File: config.mk
export PLATFORM = sky130hd
export DESIGN_NAME = keccak_byte_packer
export DESIGN_NICKNAME = d
export VERILOG_FILES = /design/src/rtl/keccak_byte_packer.sv
export SDC_FILE = /design/constraint.sdc
export NUM_CORES = 1
export LEC_CHECK = 0
export BUFFER_PORTS_ARGS = -buffer_cell sky130_fd_sc_hd__buf_4
export CAP_MARGIN = 20
export CORE_MARGIN = 5
export CORE_UTILIZATION = 48
export CTS_CLUSTER_SIZE = 24
export DETAILED_ROUTE_END_ITERATION = 8
export GPL_TIMING_DRIVEN = 0
export PLACE_DENSITY = 0.83
export SLEW_MARGIN = 20
export SYNTH_ARGS = -nofsm -noshare
export SYNTH_HDL_FRONTEND = slang
export SYNTH_SLANG_ARGS = --single-unit
File: constraint.sdc
create_clock -name clk -period 2.9 [get_ports clk]
set_clock_uncertainty 0.2 [all_clocks]
set_input_delay 0.145 -clock clk [delete_from_list [all_inputs] [get_ports clk]]
set_output_delay 0.145 -clock clk [all_outputs]
set_load 0.02 [all_outputs]
File: src/rtl/keccak_byte_packer.sv
// Packs a valid/ready byte stream into the keccak core's 32-bit word interface.
// It also generates the core's end-of-message words (is_last/byte_num and the trailing zero word).
module keccak_byte_packer #(
  parameter int LEN_W = 32
) (
  input  logic             clk,
  input  logic             reset,
  input  logic [7:0]       s_data,
  input  logic             s_valid,
  input  logic             s_last,
  output logic             s_ready,
  output logic [31:0]      k_in,
  output logic             k_in_ready,
  output logic             k_is_last,
  output logic [1:0]       k_byte_num,
  input  logic             buffer_full,
  output logic             msg_done,
  output logic [LEN_W-1:0] msg_len,
  output logic             protocol_err
);

  typedef enum logic [1:0] {FILL, SEND, ZERO, DONE} state_t;

  state_t             state_q, state_d;
  logic [31:0]        word_q, word_d;
  logic [1:0]         cnt_q, cnt_d;
  logic               last_q, last_d;
  logic               zero_q, zero_d;
  logic [1:0]         bnum_q, bnum_d;
  logic [LEN_W-1:0]   len_q, len_d;
  logic               perr_q, perr_d;

  assign msg_len      = len_q;
  assign protocol_err = perr_q;

  always_comb begin
    state_d    = state_q;
    word_d     = word_q;
    cnt_d      = cnt_q;
    last_d     = last_q;
    zero_d     = zero_q;
    bnum_d     = bnum_q;
    len_d      = len_q;
    perr_d     = perr_q;
    s_ready    = 1'b0;
    k_in       = 32'h0000_0000;
    k_in_ready = 1'b0;
    k_is_last  = 1'b0;
    k_byte_num = 2'd0;
    msg_done   = 1'b0;

    case (state_q)
      FILL: begin
        s_ready = ~reset;
        if (s_valid && !reset) begin
          case (cnt_q)
            2'd0:    word_d[31:24] = s_data;
            2'd1:    word_d[23:16] = s_data;
            2'd2:    word_d[15:8]  = s_data;
            2'd3:    word_d[7:0]   = s_data;
            default: word_d        = word_q;
          endcase
          cnt_d = cnt_q + 2'd1;
          if (len_q != {LEN_W{1'b1}}) begin
            len_d = len_q + LEN_W'(1);
          end else begin
            len_d = len_q;
          end
          // A full word ending the message is followed by a separate all-zero last word.
          if (s_last || (cnt_q == 2'd3)) begin
            state_d = SEND;
            last_d  = s_last && (cnt_q != 2'd3);
            zero_d  = s_last && (cnt_q == 2'd3);
            bnum_d  = cnt_q + 2'd1;
          end else begin
            state_d = FILL;
          end
        end else begin
          state_d = FILL;
        end
      end
      SEND: begin
        k_in       = word_q;
        k_in_ready = ~buffer_full & ~reset;
        k_is_last  = last_q & k_in_ready;
        k_byte_num = last_q ? bnum_q : 2'd0;
        if (k_in_ready) begin
          cnt_d  = 2'd0;
          word_d = 32'h0000_0000;
          if (last_q) begin
            state_d = DONE;
          end else if (zero_q) begin
            state_d = ZERO;
          end else begin
            state_d = FILL;
          end
        end else begin
          state_d = SEND;
        end
      end
      ZERO: begin
        k_in_ready = ~buffer_full & ~reset;
        k_is_last  = k_in_ready;
        if (k_in_ready) begin
          state_d = DONE;
        end else begin
          state_d = ZERO;
        end
      end
      DONE: begin
        msg_done = 1'b1;
        if (s_valid) begin
          perr_d = 1'b1;
        end else begin
          perr_d = perr_q;
        end
      end
      default: begin
        state_d = FILL;
      end
    endcase
  end

  always_ff @(posedge clk) begin
    if (reset) begin
      state_q <= FILL;
      word_q  <= 32'h0000_0000;
      cnt_q   <= 2'd0;
      last_q  <= 1'b0;
      zero_q  <= 1'b0;
      bnum_q  <= 2'd0;
      len_q   <= '0;
      perr_q  <= 1'b0;
    end else begin
      state_q <= state_d;
      word_q  <= word_d;
      cnt_q   <= cnt_d;
      last_q  <= last_d;
      zero_q  <= zero_d;
      bnum_q  <= bnum_d;
      len_q   <= len_d;
      perr_q  <= perr_d;
    end
  end

endmodule

# After elaboration in Yosys (flattened, before gate mapping)
# Cells that the tools add are included.
[op_classes] mux=24 n_bitwise=4 n_reduce_logical=18 n_eq_ne=14 addsub=2
[ops] op="32-bit two-way mux" count=3
[ops] op="32-bit case mux with 2 select lines" count=1
[ops] op="32-bit by 1-bit adder with 32-bit output (second input constant)" count=1
[ops] op="8-bit two-way mux" count=4
[ops] op="32-bit != test (second input constant)" count=1
[ops] op="2-bit two-way mux" count=8
[ops] op="4-bit AND reduction" count=4
[ops] op="3-bit AND reduction" count=3
[ops] op="2-bit equality test (second input constant)" count=4
[ops] op="2-bit != test (second input constant)" count=4
[ops] op="2-bit by 1-bit != test with 1-bit output (second input constant)" count=3
[ops] op="2-bit case mux with 3 select lines" count=1
[ops] op="1-bit two-way mux" count=5
[ops] op="2-bit by 1-bit equality test with 1-bit output (second input constant)" count=2
[ops] op="2-bit zero test" count=2
[ops] op="2-bit case mux with 2 select lines" count=1
[ops] op="1-bit logical AND" count=3
[ops] op="3-bit nonzero test" count=1
[ops] op="2-bit by 1-bit adder with 2-bit output (second input constant)" count=1
[ops] op="1-bit bitwise AND" count=2
[ops] op="1-bit NOT" count=2
[ops] op="1-bit case mux with 2 select lines" count=1
[ops] op="2-bit AND reduction" count=1
[ops] op="2-bit nonzero test" count=1
[ops] op="3 further kinds" count=3
[word_totals] reg_bits=73 out_inout_bits=71 wordCells=73

# Logic depth before layout (Yosys ltp)
# Gate-level depths: netlist of run 1.
[logic_depth] depth_word=5 ltp_mapped=8 mapped_depth_nobuf=7

# Worst setup path before layout of run 1
# No wires, ideal clock.
[synth_path] kind="reg2reg" startpoint="register state_q[0]" endpoint="register word_q[10]" stages_incl_launch_ff=9 t_arrival_ps=2170 path_slack_ps=403 period_less_slack_ps=2497 path_cell_list="dfxtp_1 -> inv_1 -> ha_1 -> buf_2 -> nor2b_1 -> a2111oi_2 -> o21ai_2 -> mux2i_1 -> nor2_1"
[synth_between] elab_chain_len=3 word_cells_on_any_way=8
[synth_rtl] element="start, declared" line_no="24" text="state_t state_q, state_d;"
[synth_rtl] element="start signal, assigned" line_no="135" text="state_q <= state_d;"
[synth_rtl] element="2-bit by 1-bit equality test with 1-bit output / 2-bit zero test (equally long branches)" line_no="52" text="case (state_q)"
[synth_rtl] element="2-bit != test (no source line), or another cell as far along"
[synth_rtl] element="4-bit AND reduction (no source line)"
[synth_rtl] element="end signal, assigned" line_no="136" text="word_q <= word_d;"
[synth_rtl] element="end, declared" line_no="25" text="logic [31:0] word_q, word_d;"
# Several ways; a longest one is shown, not always the timed one.
# A chain may end at the register's enable or synchronous reset.

# Worst setup path after layout of run 1
[layout_path] startpoint="input port reset" endpoint="output port s_ready"
[layout_between] elab_chain_len=2
[layout_rtl] element="start, declared" line_no="7" text="input logic reset,"
[layout_rtl] element="1-bit NOT" line_no="54" text="s_ready = ~reset;"
[layout_rtl] element="1-bit two-way mux" line_no="52"
[layout_rtl] element="end, declared" line_no="11" text="output logic s_ready,"
# Every way passes these cells.

==> run_results.csv, run 1 <==
group,metric,value,unit
run_status,status,"finished, final reports clean",
logic_synthesis,yosys_warnings,0,
grt,grt_antenna_before_repair,0,
floorplan,coreArea,7650,um2
drt,antenna_left,0,
logic_synthesis,postSynthCellCount,425,
sta,grt_setup_unrepaired,"false",
sta,setup_viol,0,
sta,worst_slew_pin_slew,0.628,ns
pwr,powerDensity,443,nW/um2
placement,port_buffers,83,
logic_synthesis,synth_area,3740,um2
layout,layoutNonFillerInstCount,630,
layout,design_area,4780,um2
clock_tree,clock_latency,0.35,ns
floorplan,dieWidth,98.3,um
clock_tree,root_buffer,"clkbuf_8",
placement,post-place-cells,610,
clock_tree,postCtsSetupBuffers,0,
drt,routed_wl,10100,um
drt,vias,3561,
floorplan,die_y,98.3,um
hold_path,hold_path.class,"primary input to flip-flop",
worst_setup_path,slowest_delay,0.53,ns
worst_setup_path,crit_arrival,2.42,ns
logic_synthesis,synthTopCellsByArea,"dfxtp_1, mux2i_1, and2_1, nor2_1, a21oi_1",
placement,postPlaceCellArea,4490,um2
logic_synthesis,yosysTopAreaCell,"dfxtp_1",
logic_synthesis,synth_cell_types,48,
grt,grtUsageTotal,0.205,
sta,maxSlewHeadroom,0.581,
drt,drtIter0Drc,161,
drt,drt-pass1-iter-count,4,
clock_tree,cts_buffer_depth,2,
logic_synthesis,synthArstFlopShare,0,
logic_synthesis,ys_ff_latch,73,
logic_synthesis,yosysMostFrequentCell,"dfxtp_1",
clock_tree,clk_pin_slew,0.09,ns
layout,layout-drive-gt1-share,0.233,
layout,synthToLayoutAreaGrowth,27.7,%
clock_tree,cts_buffers,9,
grt,grt_max_degree,15,
floorplan,fp-row-count,32,
drt,wl_per_cell,16.0,um
clock_tree,clock-sinks,73,
sta,report.final.slew_viol_count,0,
floorplan,ios,84,
sta,hold_violations,0,
logic_synthesis,synth_common_cells,"dfxtp_1, nor2_1, mux2i_1",
logic_synthesis,yosysTopAreaCellShare,0.390,
sta,layout_min_cycle_time,2.77,ns
flow_run,cap_violations,0,
drt,vias_per_cell,5.65,
pwr,peakVddDrop,0.309,mV
floorplan,start_util,0.490,
logic_synthesis,synth_area_per_cell,8.81,um2
drt,routed.top_layer,"met4",
drt,wl_met2,5140,um
drt,wl_met1,4160,um
worst_setup_path,critPathMaxFanout,10,
logic_synthesis,ys_seq_area_frac,0.390,
placement,place_congestion,0.853,
layout,n_antenna_cell,0,
drt,drc_errors,0,
logic_synthesis,synth_edf_count,0,
sta,period_share,0.955,
layout,n_fill_cell,643,
worst_setup_path,worst_setup_path_end_kind,"output pin",
worst_setup_path,required,2.56,ns
worst_setup_path,cpMaxStageDelayCell,"dlygate4sd3_1",
placement,hpwl,7390,um
floorplan,die_area,9660,um2
drt,wl_met3,687,um
logic_synthesis,syn_nets,448,
sta,max_freq,0.361,GHz
pwr,leakagePower,2.14,nW
grt,grt_pass1_wl,16400,um
worst_setup_path,worstPathCellList,"dlygate4sd3_1 -> buf_4 -> clkbuf_1 -> clkbuf_1 -> buf_1 -> nor2_1 -> buf_4",
clock_tree,cts_htree_levels,3,
grt,grt_overflow,0,
layout,final_nets,546,
worst_setup_path,worstSetupPathType,"primary input to output pin",
worst_setup_path,worst_setup_path_start_kind,"primary input",
logic_synthesis,ys.flop_type,"dfxtp_1",
clock_tree,cts_tree,"built",
grt,grt_pass1_vias,3424,
cells in the final DEF (no fill, tap or decap), types with 10 or more instances in the layout:
cell / synthesis / final
a21oi_1: 29 / 29
and2_1: 33 / 33
buf_4: 1 / 84
clkbuf_1: 14 / 14
clkbuf_8: 0 / 10
dfxtp_1: 73 / 73
ha_1: 10 / 10
mux2i_1: 34 / 34
nand2_1: 18 / 18
nand3_1: 11 / 11
nand4_1: 12 / 12
nor2_1: 52 / 52
nor2b_1: 18 / 18
o21ai_0: 12 / 12
o31ai_1: 13 / 13
or3_1: 11 / 11
or4_1: 14 / 14
worst max-delay path, delay by kind of cell:
family,cells,cell delay (ns)
buffers and inverters,6,2.14
AND/OR/NAND/NOR,1,0.14
through the flow:
stage	util	hold WS, ns	setup TNS [ns]	worst slack [ns]	power [mW]
finish	0.625	0.0861	0	0.131	2.12
global route	0.625	0.0995	0	0.0357	2.19
CTS	0.625	0.0574	0	0.172	2.13
detailed placement	0.588	0.237	-0.00968	-0.00968	1.20
global placement	0.588	0.203	0	0.0842	1.19
floorplan	-	0.0551	0	0.403	1.15
repair_timing:
action,4_1_cts,5_1_grt
endpoints found under the setup margin,3,1
pin swaps,0,1
hold endpoints to repair,4,0
gates cloned,0,0
resized for setup,1,0
hold buffers,4,0
power breakdown:
group | switching [mW] | total, mW | leakage (nW) | internal, mW
sequential | 0.0134 | 1.03 | 0.590 | 1.02
combinational | 0.0919 | 0.152 | 1.43 | 0.0604
clock | 0.412 | 0.933 | 0.119 | 0.522
total | 0.517 | 2.12 | 2.14 | 1.60
final timing paths:
kind,cells past startpoint,from,slack [ns],to
setup reg to reg,8,state_q[0],0.18,cnt_q[1]
hold reg to reg,2,zero_q,0.29,zero_q
setup / recovery,7,reset,0.13,s_ready
hold / removal,4,s_data[6],0.09,word_q[22]
cells by family after synthesis:
logic type / count (synthesis) / share of synthesized area
DFF: 73 / 0.390
muxes: 39 / 0.106
AOI/OAI and AO/OA: 69 / 0.120
and+or+nand+nor: 205 / 0.316
xor gates and xnor gates: 1 / 0.00234
buffers and inverters: 28 / 0.0324
adders and majority gates: 10 / 0.0334
area by class of cell:
cell class | instances | area, um2 | share of cell area
buffer | 22 | 98.8 | 0.0207
tap | 102 | 128 | 0.0267
clock buffer | 10 | 138 | 0.0288
sequential | 73 | 1460 | 0.306
multi-input combinational | 324 | 2170 | 0.454
timing repair buffer | 87 | 663 | 0.139
clock inverter | 6 | 97.6 | 0.0204
inverter | 6 | 22.5 | 0.00471
metal layers:
layer / track usage / up-vias
met5: 0 / -
met4: 0.0525 / 0
met3: 0.0543 / 9
met2: 0.362 / 123
met1: 0.245 / 1703
li1: - / 1726
registers in the layout, summed over array words and instances (netlist names):
signal	count
state_q	2
zero_q	1
protocol_err	1
cnt_q	2
last_q	1
msg_len	32
word_q	32
bnum_q	2
Power figures use the tool's default switching activity.
==> run 2: changes to the inputs <==
REMOVE_ABC_BUFFERS = 1   (was default)
clock period = 3.4 ns   (was 2.9 ns; I/O delays follow)
==> run_results.csv, run 2 (synthesis gave the netlist of run 1 again) <==
group,metric,value,unit
grt,grt_antenna_before_repair,0,
worst_setup_path,critPathTopFamily,"compound AO/OA/AOI/OAI gates",
clock_tree,clock-sinks,73,
sta,worst_slew_pin_slew,1.00,ns
worst_setup_path,worstSetupPathType,"flip-flop to flip-flop",
worst_setup_path,worstReg2RegStart,"state_q[1]",
drt,vias_per_cell,5.48,
layout,final_nets,522,
pwr,peakVddDrop,0.217,mV
sta,setup_viol,0,
sta,report.final.slew_viol_count,0,
placement,port_buffers,83,
layout,design_area,4610,um2
pwr,swShare,0.255,
drt,antenna_left,0,
clock_tree,cts_htree_levels,3,
placement,place_congestion,0.822,
drt,routed_wl,8760,um
flow_run,cap_violations,0,
worst_setup_path,critPathMaxFanout,49,
grt,grt_overflow,0,
pwr,seqPwrFrac,0.546,
sta,period_share,0.859,
placement,hpwl,6130,um
clock_tree,clk_pin_slew,0.08,ns
worst_setup_path,cp_num_buf_inv,1,
layout,layout_common_cells,"buf_4, dfxtp_1, nor2_1",
clock_tree,root_buffer,"clkbuf_8",
hold_path,whs_endpoint,"cnt_q[1]",
pwr,intPower,1.20,mW
clock_tree,cts_buffer_depth,2,
pwr,clkPwrFrac,0.382,
worst_setup_path,cpMostUsedCell,"nor2_1",
run_status,status,"finished, final reports clean",
floorplan,start_util,0.490,
floorplan,dieWidth,98.3,um
worst_setup_path,crit_arrival,2.91,ns
pwr,combPwrFrac,0.072,
clock_tree,postCtsSetupBuffers,0,
sta,whs,0.0511,ns
hold_path,hold_path.class,"primary input to flip-flop",
layout,n_antenna_cell,0,
worst_setup_path,cpMaxStageDelayCell,"ha_2",
floorplan,die_area,9660,um2
worst_setup_path,worst_setup_path_start_kind,"flip-flop",
layout,final_common_cell,"buf_4",
layout,layout-drive-gt1-share,0.236,
worst_setup_path,rr_worst_depth,7,
layout,synthToLayoutAreaGrowth,23.2,%
drt,drt-pass1-iter-count,4,
drt,vias,3322,
grt,grt_max_degree,87,
pwr,switching_power,412,uW
sta,maxSlewHeadroom,0.327,
floorplan,die_y,98.3,um
drt,wl_per_cell,14.4,um
worst_setup_path,worst_setup_path_end_kind,"flip-flop",
clock_tree,clock_latency,0.34,ns
placement,postPlaceCellArea,4400,um2
worst_setup_path,required,3.39,ns
worst_setup_path,reg2reg_to,"word_q[30]",
drt,drtIter0Drc,137,
sta,layout_min_cycle_time,2.92,ns
floorplan,fp-row-count,32,
clock_tree,cts_tree,"built",
grt,grt_pass1_vias,3146,
sta,hold_violations,0,
worst_setup_path,worstPathCellList,"inv_1 -> ha_2 -> nor2_1 -> a2111oi_4 -> o21ai_2 -> mux2i_1 -> nor2_1",
hold_path,hold_depth,4,
clock_tree,cts_buffers,9,
hold_path,min_from,"buffer_full",
sta,max_freq,0.342,GHz
drt,drc_errors,0,
floorplan,ios,84,
grt,grtUsageTotal,0.180,
grt,grt_pass1_wl,14800,um
pwr,powerDensity,350,nW/um2
worst_setup_path,r2r_slack,0.48,ns
floorplan,coreArea,7650,um2
worst_setup_path,slowest_delay,0.65,ns
pwr,leakagePower,2.05,nW
sta,grt_setup_unrepaired,"false",
-- run 2: cell types whose count changed in the layout (fill, tap and decap cells not counted), moves of 2 or more --
cell	delta
clkinvlp_4	+2
buf_2	-4
bufinv_16	-2
buf_1	-2
dlygate4sd3_1	-2
clkbuf_1	-14
clkinv_2	+2
-- run 2: worst max path at each step --
| stage | start | end | slack, ns | cells after the start |
|---|---|---|---|---|
| detailed placement | state_q[1] | word_q[30] | 0.23 | 7 |
| global route | state_q[1] | word_q[10] | 0.23 | 7 |
| floorplan | state_q[1] | word_q[0] | 0.51 | 7 |
| CTS | state_q[1] | word_q[30] | 0.19 | 7 |
| finish | state_q[1] | word_q[30] | 0.48 | 7 |
| global placement | state_q[1] | word_q[30] | -0.11 | 7 |
-- run 2: per-layer routing --
layer	global-route usage	wire [um]	up-vias
met5	0	0	-
met4	0.0609	114	0
met3	0.0400	376	11
met2	0.296	4290	56
met1	0.234	3980	1581
li1	-	-	1674
-- run 2: cell type report --
cell class / instances / area (um2)
clock buffer: 10 / 138
clock inverter: 6 / 42.5
fill: 662 / 3030
inverter: 6 / 22.5
multi-input combinational: 324 / 2180
sequential: 73 / 1460
tap: 102 / 128
timing repair buffer: 85 / 643
-- run 2: worst min-delay path, stage by stage --
cell,delay (ns)
buf_4,0.11
a2111oi_4,0.11
nand3b_1,0.10
a21oi_1,0.06
-- run 2: timing repair --
action                                  CTS  global route
hold endpoints to repair                  3             0
hold buffers                              2             0
endpoints found under the setup margin    0            32
resized for setup                         0             1
-- run 2: through the flow --
stage	instances	setup TNS (ns)	util	setup slack, ns	power (mW)
2_1_floorplan	403	0	-	0.511	0.964
3_3_place_gp	588	-3.07	0.575	-0.111	1.01
3_5_place_dp	588	0	0.575	0.226	1.01
4_1_cts	606	0	0.601	0.193	1.63
5_1_grt	606	0	0.603	0.228	1.68
6_report	606	0	0.603	0.479	1.61
-- run 2: power by group through the flow --
| stage | sequential, mW | clock [mW] | combinational, mW |
|---|---|---|---|
| after floorplan | 0.900 | 0 | 0.0641 |
| after global placement | 0.900 | 0 | 0.109 |
| after detailed placement | 0.901 | 0 | 0.113 |
| after CTS | 0.881 | 0.631 | 0.116 |
| after global routing | 0.883 | 0.669 | 0.129 |
| final | 0.881 | 0.617 | 0.116 |
